<file path="src/rtl/keypad_pkg.sv">
// Shared keypad definitions: key count, default debounce depth and FSM state encoding.
package keypad_pkg;

  localparam int unsigned N_KEYS             = 10;
  localparam int unsigned DEB_CYCLES_DEFAULT = 4;

  typedef logic [1:0] state_t;

  localparam state_t ST_IDLE         = 2'd0;
  localparam state_t ST_PRESS_WAIT   = 2'd1;
  localparam state_t ST_HELD         = 2'd2;
  localparam state_t ST_RELEASE_WAIT = 2'd3;

  // True while a committed non-zero vector is being presented.
  function automatic logic state_is_held(input state_t st);
    return (st == ST_HELD) || (st == ST_RELEASE_WAIT);
  endfunction

endpackage

</file>
<file path="src/rtl/sync_2ff.sv">
// Generic two-flop synchroniser for asynchronous level inputs, synchronous active-high reset.
module sync_2ff #(
  parameter int unsigned WIDTH = 1
) (
  input  logic             clk,
  input  logic             rst,
  input  logic [WIDTH-1:0] d,
  output logic [WIDTH-1:0] q
);

  logic [WIDTH-1:0] meta_q;
  logic [WIDTH-1:0] meta_d;
  logic [WIDTH-1:0] sync_q;
  logic [WIDTH-1:0] sync_d;

  always_comb begin
    meta_d = d;
    sync_d = meta_q;
  end

  always_ff @(posedge clk) begin
    if (rst) begin
      meta_q <= '0;
      sync_q <= '0;
    end else begin
      meta_q <= meta_d;
      sync_q <= sync_d;
    end
  end

  assign q = sync_q;

endmodule

</file>
<file path="src/rtl/keypad_debounce_10.sv">
// Synchronises and debounces ten key lines as one vector, with press/release event pulses.
// The release pulse port is release_pulse because "release" is a reserved word.
module keypad_debounce_10
  import keypad_pkg::*;
#(
  parameter int unsigned DEB_CYCLES = DEB_CYCLES_DEFAULT
) (
  input  logic              clk,
  input  logic              rst,
  input  logic [N_KEYS-1:0] raw_keys,
  output logic [N_KEYS-1:0] keys,
  output logic              press,
  output logic              release_pulse,
  output logic              held
);

  localparam int unsigned CNT_W = $clog2(DEB_CYCLES + 1);

  logic [N_KEYS-1:0] s;

  state_t            state_q, state_d;
  logic [N_KEYS-1:0] cand_q, cand_d;
  logic [CNT_W-1:0]  cnt_q, cnt_d;
  logic [N_KEYS-1:0] keys_q, keys_d;
  logic              press_q, press_d;
  logic              release_q, release_d;
  logic              held_q, held_d;
  logic              cnt_last;

  sync_2ff #(
    .WIDTH(N_KEYS)
  ) u_sync (
    .clk (clk),
    .rst (rst),
    .d   (raw_keys),
    .q   (s)
  );

  // The sample that makes the count reach DEB_CYCLES commits; cnt never exceeds DEB_CYCLES-1.
  assign cnt_last = (cnt_q == CNT_W'(DEB_CYCLES - 1));

  always_comb begin
    state_d   = state_q;
    cand_d    = cand_q;
    cnt_d     = cnt_q;
    keys_d    = keys_q;
    press_d   = 1'b0;
    release_d = 1'b0;

    case (state_q)
      ST_IDLE: begin
        if (s != '0) begin
          cand_d  = s;
          cnt_d   = CNT_W'(1);
          state_d = ST_PRESS_WAIT;
        end
      end

      ST_PRESS_WAIT: begin
        if (s == cand_q) begin
          if (cnt_last) begin
            keys_d  = cand_q;
            press_d = 1'b1;
            state_d = ST_HELD;
          end else begin
            cnt_d = cnt_q + CNT_W'(1);
          end
        end else if (s == '0) begin
          state_d = ST_IDLE;
        end else begin
          cand_d = s;
          cnt_d  = CNT_W'(1);
        end
      end

      ST_HELD: begin
        if (s != keys_q) begin
          cand_d  = s;
          cnt_d   = CNT_W'(1);
          state_d = ST_RELEASE_WAIT;
        end
      end

      ST_RELEASE_WAIT: begin
        // Returning to the committed vector is a glitch, not a new keystroke.
        if (s == keys_q) begin
          state_d = ST_HELD;
        end else if (s == cand_q) begin
          if (cnt_last) begin
            keys_d = cand_q;
            if (cand_q == '0) begin
              release_d = 1'b1;
              state_d   = ST_IDLE;
            end else begin
              press_d = 1'b1;
              state_d = ST_HELD;
            end
          end else begin
            cnt_d = cnt_q + CNT_W'(1);
          end
        end else begin
          cand_d = s;
          cnt_d  = CNT_W'(1);
        end
      end

      default: begin
        state_d = ST_IDLE;
      end
    endcase

    held_d = state_is_held(state_d);
  end

  always_ff @(posedge clk) begin
    if (rst) begin
      state_q   <= ST_IDLE;
      cand_q    <= '0;
      cnt_q     <= '0;
      keys_q    <= '0;
      press_q   <= 1'b0;
      release_q <= 1'b0;
      held_q    <= 1'b0;
    end else begin
      state_q   <= state_d;
      cand_q    <= cand_d;
      cnt_q     <= cnt_d;
      keys_q    <= keys_d;
      press_q   <= press_d;
      release_q <= release_d;
      held_q    <= held_d;
    end
  end

  assign keys          = keys_q;
  assign press         = press_q;
  assign release_pulse = release_q;
  assign held          = held_q;

endmodule

</file>
<file path="config.mk">
export PLATFORM = sky130hd
export DESIGN_NAME = keypad_debounce_10
export DESIGN_NICKNAME = d
export VERILOG_FILES = /design/src/rtl/keypad_pkg.sv /design/src/rtl/sync_2ff.sv /design/src/rtl/keypad_debounce_10.sv
export SDC_FILE = /design/constraint.sdc
export NUM_CORES = 1
export LEC_CHECK = 0
export CORE_MARGIN = 5
export CORE_UTILIZATION = 48
export DETAILED_ROUTE_END_ITERATION = 8
export GPL_TIMING_DRIVEN = 0
export HOLD_SLACK_MARGIN = 0.15
export PLACE_DENSITY_LB_ADDON = 0.3
export REMOVE_ABC_BUFFERS = 1
export SYNTH_ARGS = -nofsm -noshare
export SYNTH_HDL_FRONTEND = slang
export SYNTH_SLANG_ARGS = --single-unit
</file>
<file path="constraint.sdc">
create_clock -name clk -period 1.75 [get_ports clk]
set_input_delay 0.2625 -clock clk [delete_from_list [all_inputs] [get_ports clk]]
set_output_delay 0.2625 -clock clk [all_outputs]
set_load 0.01 [all_outputs]
</file>
==> out/metrics.yaml, run 1 <==
outcome: "complete, but fails checks"
violations: "setup timing"
hp-class: "flip-flop to flip-flop"
hold_viol: 0
ir_drop_mv: 0.632
setup_violations: 26
port_buffers: 24
final_cell_mix: "dfxtp_1, clkdlybuf4s50_1, nor2b_1, nor2_1, mux2i_1"
place_area_sq_um: 2160
cts_buffer_depth: 2
hpwl_mm: 2.36
diodes: 0
r2r_start: "cand_q[6]"
antenna_found_initial: 0
ys_ff_latch: 48
synth_edf_count: 0
numCtsBuffers: 5
multi_input_comb_area_sq_um: 1070
avgRoutedWirePerCell_um: 16.2
min_to: "u_sync.q[9]"
min_period_ps: 2030
crit_chain: "xnor2_2, nand3_2, or4_4, a21oi_4, buf_6, mux2i_1, nor2_1"
fin_crit_sh_pct: 116
cp.arrival_ps: 2190
rsz0062_at_grt: "yes"
clkPwrFrac_pct: 30.2
max_stage_delay_ps: 560
register_area_sq_um: 1010
firstDrtPassIters: 4
finalInstanceArea_sq_um: 2640
cp_slowest_cell: "or4_4"
rr_worst_depth: 7
crit_fanout: 4
insertion_delay_ps: 300
p_sw_share_pct: 25.5
postCtsHoldBufs: 0
syn_area_per_cell_sq_um: 10.5
die_area_sq_um: 5320
slew_headroom_pct: 43.0
path_clk_slew_ps: 80
die_w_um: 73.0
worst_pin_slew_ps: 854
whs_path_depth: 1
power_density_nw_per_um2: 790
rows: 22
drive_above_1_share_pct: 34.5
grt_max_degree: 50
grt_pass1_wl_mm: 6.38
synth.cell_area_sq_um: 1900
report.final.slew_viol_count: 0
htreeDepth: 2
gp_congestion: 0.796
hp-start: "u_sync.meta_q[9]"
cp.required_ps: 1910
initial_core_util_pct: 50.8
intPower_mw: 1.56
seqPwrFrac_pct: 55.7
grt_pass1_vias: 1406
p_leak_nw: 0.965
cts_tree: "built"
max_freq_mhz: 493
synth.distinct_cells: 31
p_switching_mw: 0.532
grt-ovfl-total: 0
ys_seq_area_share_pct: 50.5
final_nets: 240
yosysWarningCount: 0
syn_inst: 182
drt_wl_total_mm: 4.44
num-fill-cells: 265
final.setup_skew_ps: 4.24
core_sq_um: 3740
io_pins: 25
synthFlopType: "dfxtp_1"
power_frac_comb_pct: 14.1
vias_per_cell: 5.34
r2r_end: "keys[1]"
ant_nets: 0
start_kind: "flip-flop"
syn_to_final_growth_pct: 38.9
async_flop_share_pct: 0
final_common_cell: "dfxtp_1"
die_h_um: 73.0
maxCapViolCount: 0
ctsRootBufferMaster: "clkbuf_8"
worst-setup-path-type: "flip-flop to flip-flop"
whs_ps: 437
worst_slack_ps: -280
drt_iter0_drc: 75
vias: 1462
endpoint_kind: "flip-flop"
grt_use_total_pct: 15.8
r2r_slack_ps: -280
cts.sinks: 48
drc_errors: 0
==> cells in the mapped netlist (2+ instances only) <==
cell,instances,share of area (%)
nand4_1,2,0.66
nand3_1,3,0.79
nor2_1,22,4.3
nor3_1,2,0.53
nor4_1,5,1.6
dfxtp_1,48,50
buf_6,2,1.2
clkbuf_1,5,0.99
mux2i_1,20,11
xor2_1,3,1.4
xnor2_1,15,6.9
nor2b_1,22,7.2
nand2b_1,2,0.66
a211oi_1,3,1.2
a21oi_1,2,0.53
nand2_1,5,0.99
inv_1,6,1.2
ha_1,2,1.3
==> per-layer routing <==
layer  up-vias  part of all wire, %  wire length, um  track usage [%]
li1        703                    -                -                -
met5         -                    0                0                0
met3        11                  4.5              201             3.72
met1       710                   39             1740             17.2
met2        38                   54             2380             27.7
met4         0                  2.6              116             9.43
==> worst max path at each step <==
stage	depth (start not counted)	end	slack [ps]	startpoint
3_5_place_dp	7	keys[4]	-790	cnt_q[0]
6_report	7	keys[1]	-280	cand_q[6]
5_1_grt	7	keys[9]	-350	cand_q[6]
3_3_place_gp	7	keys[3]	-700	cnt_q[0]
4_1_cts	7	keys[4]	-190	u_sync.q[2]
2_1_floorplan	7	keys[0]	-370	cnt_q[0]
==> layout make-up <==
| type | count | area share, % |
|---|---|---|
| inverter | 6 | 0.852 |
| clock buffer | 5 | 2.60 |
| sequential | 48 | 38.3 |
| multi-input combinational | 122 | 40.7 |
| clock inverter | 2 | 0.473 |
| tap | 48 | 2.27 |
| timing repair buffer | 43 | 14.9 |
==> worst max-delay path, delay by kind of cell, from the launching register on <==
family / cells / cell delay, ps
simple gates: 3 / 750
flops: 1 / 370
compound gates: 1 / 210
mux: 1 / 210
xor+xnor: 1 / 180
buf+inv: 1 / 170
==> flip-flops by register name, indices dropped and copies added, names as in the netlist <==
signal / cells
keys: 10
state_q: 2
cnt_q: 3
press: 1
u_sync.q: 10
release_pulse: 1
cand_q: 10
u_sync.meta_q: 10
held: 1
==> through the flow <==
step	instances	TNS (ps)	worst slack (ps)	power, mW	utilization, %
after detailed placement	247	-13170	-787	1.37	57.6
final	274	-3750	-280	2.09	70.6
after floorplan	175	-5060	-370	1.31	-
after global routing	274	-5890	-348	2.16	70.6
after CTS	264	-2960	-188	2.04	65.3
after global placement	247	-21740	-704	1.37	57.8
==> what timing repair did <==
item                                   in CTS  in global routing
pin swaps                                   9                  9
resized for setup                          37                 29
endpoints found under the hold margin       0                  0
buffers inserted                            9                 10
cloned                                      1                  0
setup endpoints to repair                  27                 28
==> power groups by stage <==
stage,Clock (mW),Sequential (mW),Combinational (mW)
6_report,0.630,1.16,0.294
5_1_grt,0.679,1.17,0.312
4_1_cts,0.644,1.16,0.236
3_5_place_dp,0,1.18,0.191
3_3_place_gp,0,1.18,0.188
2_1_floorplan,0,1.18,0.131
==> cells by family after synthesis <==
kind of cell | count (synthesis) | share of synthesized area, %
xor+xnor | 18 | 8.28
mux | 21 | 11.1
fa+ha+maj | 2 | 1.31
buf+inv | 13 | 3.35
flops | 48 | 50.5
compound gates | 12 | 5.46
simple gates | 68 | 20.0
No activity file was read; power rests on OpenSTA's default activity.
==> inputs of run 2 (changes only) <==
--- a/config.mk
+++ b/config.mk
@@ -5,13 +5,16 @@
 export SDC_FILE = /design/constraint.sdc
 export NUM_CORES = 1
 export LEC_CHECK = 0
+export CELL_PAD_IN_SITES_DETAIL_PLACEMENT = 1
+export CELL_PAD_IN_SITES_GLOBAL_PLACEMENT = 2
 export CORE_MARGIN = 5
-export CORE_UTILIZATION = 48
+export CORE_UTILIZATION = 31
 export DETAILED_ROUTE_END_ITERATION = 8
 export GPL_TIMING_DRIVEN = 0
 export HOLD_SLACK_MARGIN = 0.15
 export PLACE_DENSITY_LB_ADDON = 0.3
 export REMOVE_ABC_BUFFERS = 1
+export SLEW_MARGIN = 10
 export SYNTH_ARGS = -nofsm -noshare
 export SYNTH_HDL_FRONTEND = slang
 export SYNTH_SLANG_ARGS = --single-unit
==> out/metrics.yaml, run 2 (synthesis gave the netlist of run 1 again) <==
max_freq_mhz: 514
slew_headroom_pct: 69.7
hp-class: "primary input to flip-flop"
drc_errors: 0
worst_pin_slew_ps: 455
die_area_sq_um: 7810
finalInstanceArea_sq_um: 2560
cts.sinks: 48
final_nets: 232
power_density_nw_per_um2: 797
intPower_mw: 1.53
fin_crit_sh_pct: 111
p_leak_nw: 0.909
diodes: 0
start_kind: "flip-flop"
die_w_um: 88.4
seqPwrFrac_pct: 56.8
avgRoutedWirePerCell_um: 14.7
endpoint_kind: "flip-flop"
core_sq_um: 5960
drive_above_1_share_pct: 30.7
power.total_mw: 2.04
outcome: "complete, but fails checks"
htreeDepth: 2
rsz0062_at_grt: "yes"
syn_to_final_growth_pct: 34.6
hpwl_mm: 2.89
report.final.slew_viol_count: 0
worst_slack_ps: -194
rows: 28
drt_wl_total_mm: 4.29
hold_viol: 0
antenna_found_initial: 0
final_cell_mix: "dfxtp_1, clkdlybuf4s50_1, nor2b_1, nor2_1, mux2i_1"
place_area_sq_um: 2220
clkPwrFrac_pct: 30.8
ctsRootBufferMaster: "clkbuf_8"
whs_ps: 388
ir_drop_mv: 0.314
drt_iter0_drc: 56
cp.arrival_ps: 2130
violations: "setup timing"
grt_max_degree: 30
die_h_um: 88.4
power_frac_comb_pct: 12.4
crit_fanout: 5
grt_use_total_pct: 11.9
p_sw_share_pct: 24.8
num-fill-cells: 666
insertion_delay_ps: 290
cp.required_ps: 1940
min_period_ps: 1940
cts_tree: "built"
vias: 1387
io_pins: 25
maxCapViolCount: 0
final_common_cell: "dfxtp_1"
gp_congestion: 0.716
setup_violations: 27
path_clk_slew_ps: 90
worst-setup-path-type: "flip-flop to flip-flop"
vias_per_cell: 4.73
grt_pass1_vias: 1492
ant_nets: 0
firstDrtPassIters: 4
final.setup_skew_ps: 5.80
numCtsBuffers: 5
postCtsHoldBufs: 0
grt-ovfl-total: 0
cts_buffer_depth: 2
grt_pass1_wl_mm: 7.17
initial_core_util_pct: 32.0
port_buffers: 24
p_switching_mw: 0.507
-- run 2: final cells by class --
type / instances / area (sq um) / area share [%]
repair buffers: 35 / 345 / 13.5
flip-flops and latches: 48 / 1000 / 39.1
multi-input cells: 122 / 1020 / 39.7
well taps: 75 / 93.8 / 3.66
inverters: 6 / 22.5 / 0.879
clock buffers: 5 / 68.8 / 2.69
clock inverters: 2 / 12.5 / 0.489
-- run 2: stage by stage --
| step | utilization [%] | setup slack (ps) | TNS, ps | cells |
|---|---|---|---|---|
| finish | 43.0 | -194 | -2680 | 293 |
| global route | 43.0 | -287 | -5700 | 293 |
| CTS | 41.5 | -202 | -3370 | 290 |
| detailed placement | 37.2 | -831 | -13930 | 275 |
| global placement | 36.9 | -768 | -25380 | 274 |
| floorplan | - | -370 | -5060 | 175 |
-- run 2: timing repair --
item,CTS,global route
pin swaps,7,6
setup endpoints to repair,27,28
cloned,0,1
gates resized for setup,36,16
setup buffers,8,2
-- run 2: final timing paths --
kind / startpoint / endpoint / slack (ps) / depth (start not counted)
setup / recovery: cand_q[2] / keys[7] / -190 / 7
hold / removal: rst / cand_q[2] / 390 / 2
setup reg to reg: cand_q[2] / keys[7] / -190 / 7
hold reg to reg: u_sync.meta_q[4] / u_sync.q[4] / 440 / 1
-- run 2: power by group through the flow --
stage	Combinational, mW	Sequential (mW)	Clock (mW)
3_3_place_gp	0.196	1.18	0
6_report	0.252	1.16	0.629
4_1_cts	0.235	1.16	0.652
5_1_grt	0.275	1.17	0.696
2_1_floorplan	0.131	1.18	0
3_5_place_dp	0.205	1.18	0
-- run 2: critical path, stage by stage, from the launching register on --
cell and delay, ps:
dfxtp_2 350, xnor2_2 170, nand4_1 140, or4_4 580, a21oi_4 160, buf_6 160, mux2i_1 210, nor2_1 60
-- run 2: per-layer routing --
layer | vias up | track usage [%] | wire length [um]
li1 | 687 | - | -
met1 | 676 | 14.9 | 1900
met2 | 18 | 19.7 | 2210
met3 | 6 | 3.17 | 126
met4 | 0 | 4.40 | 55
met5 | - | 0 | 0
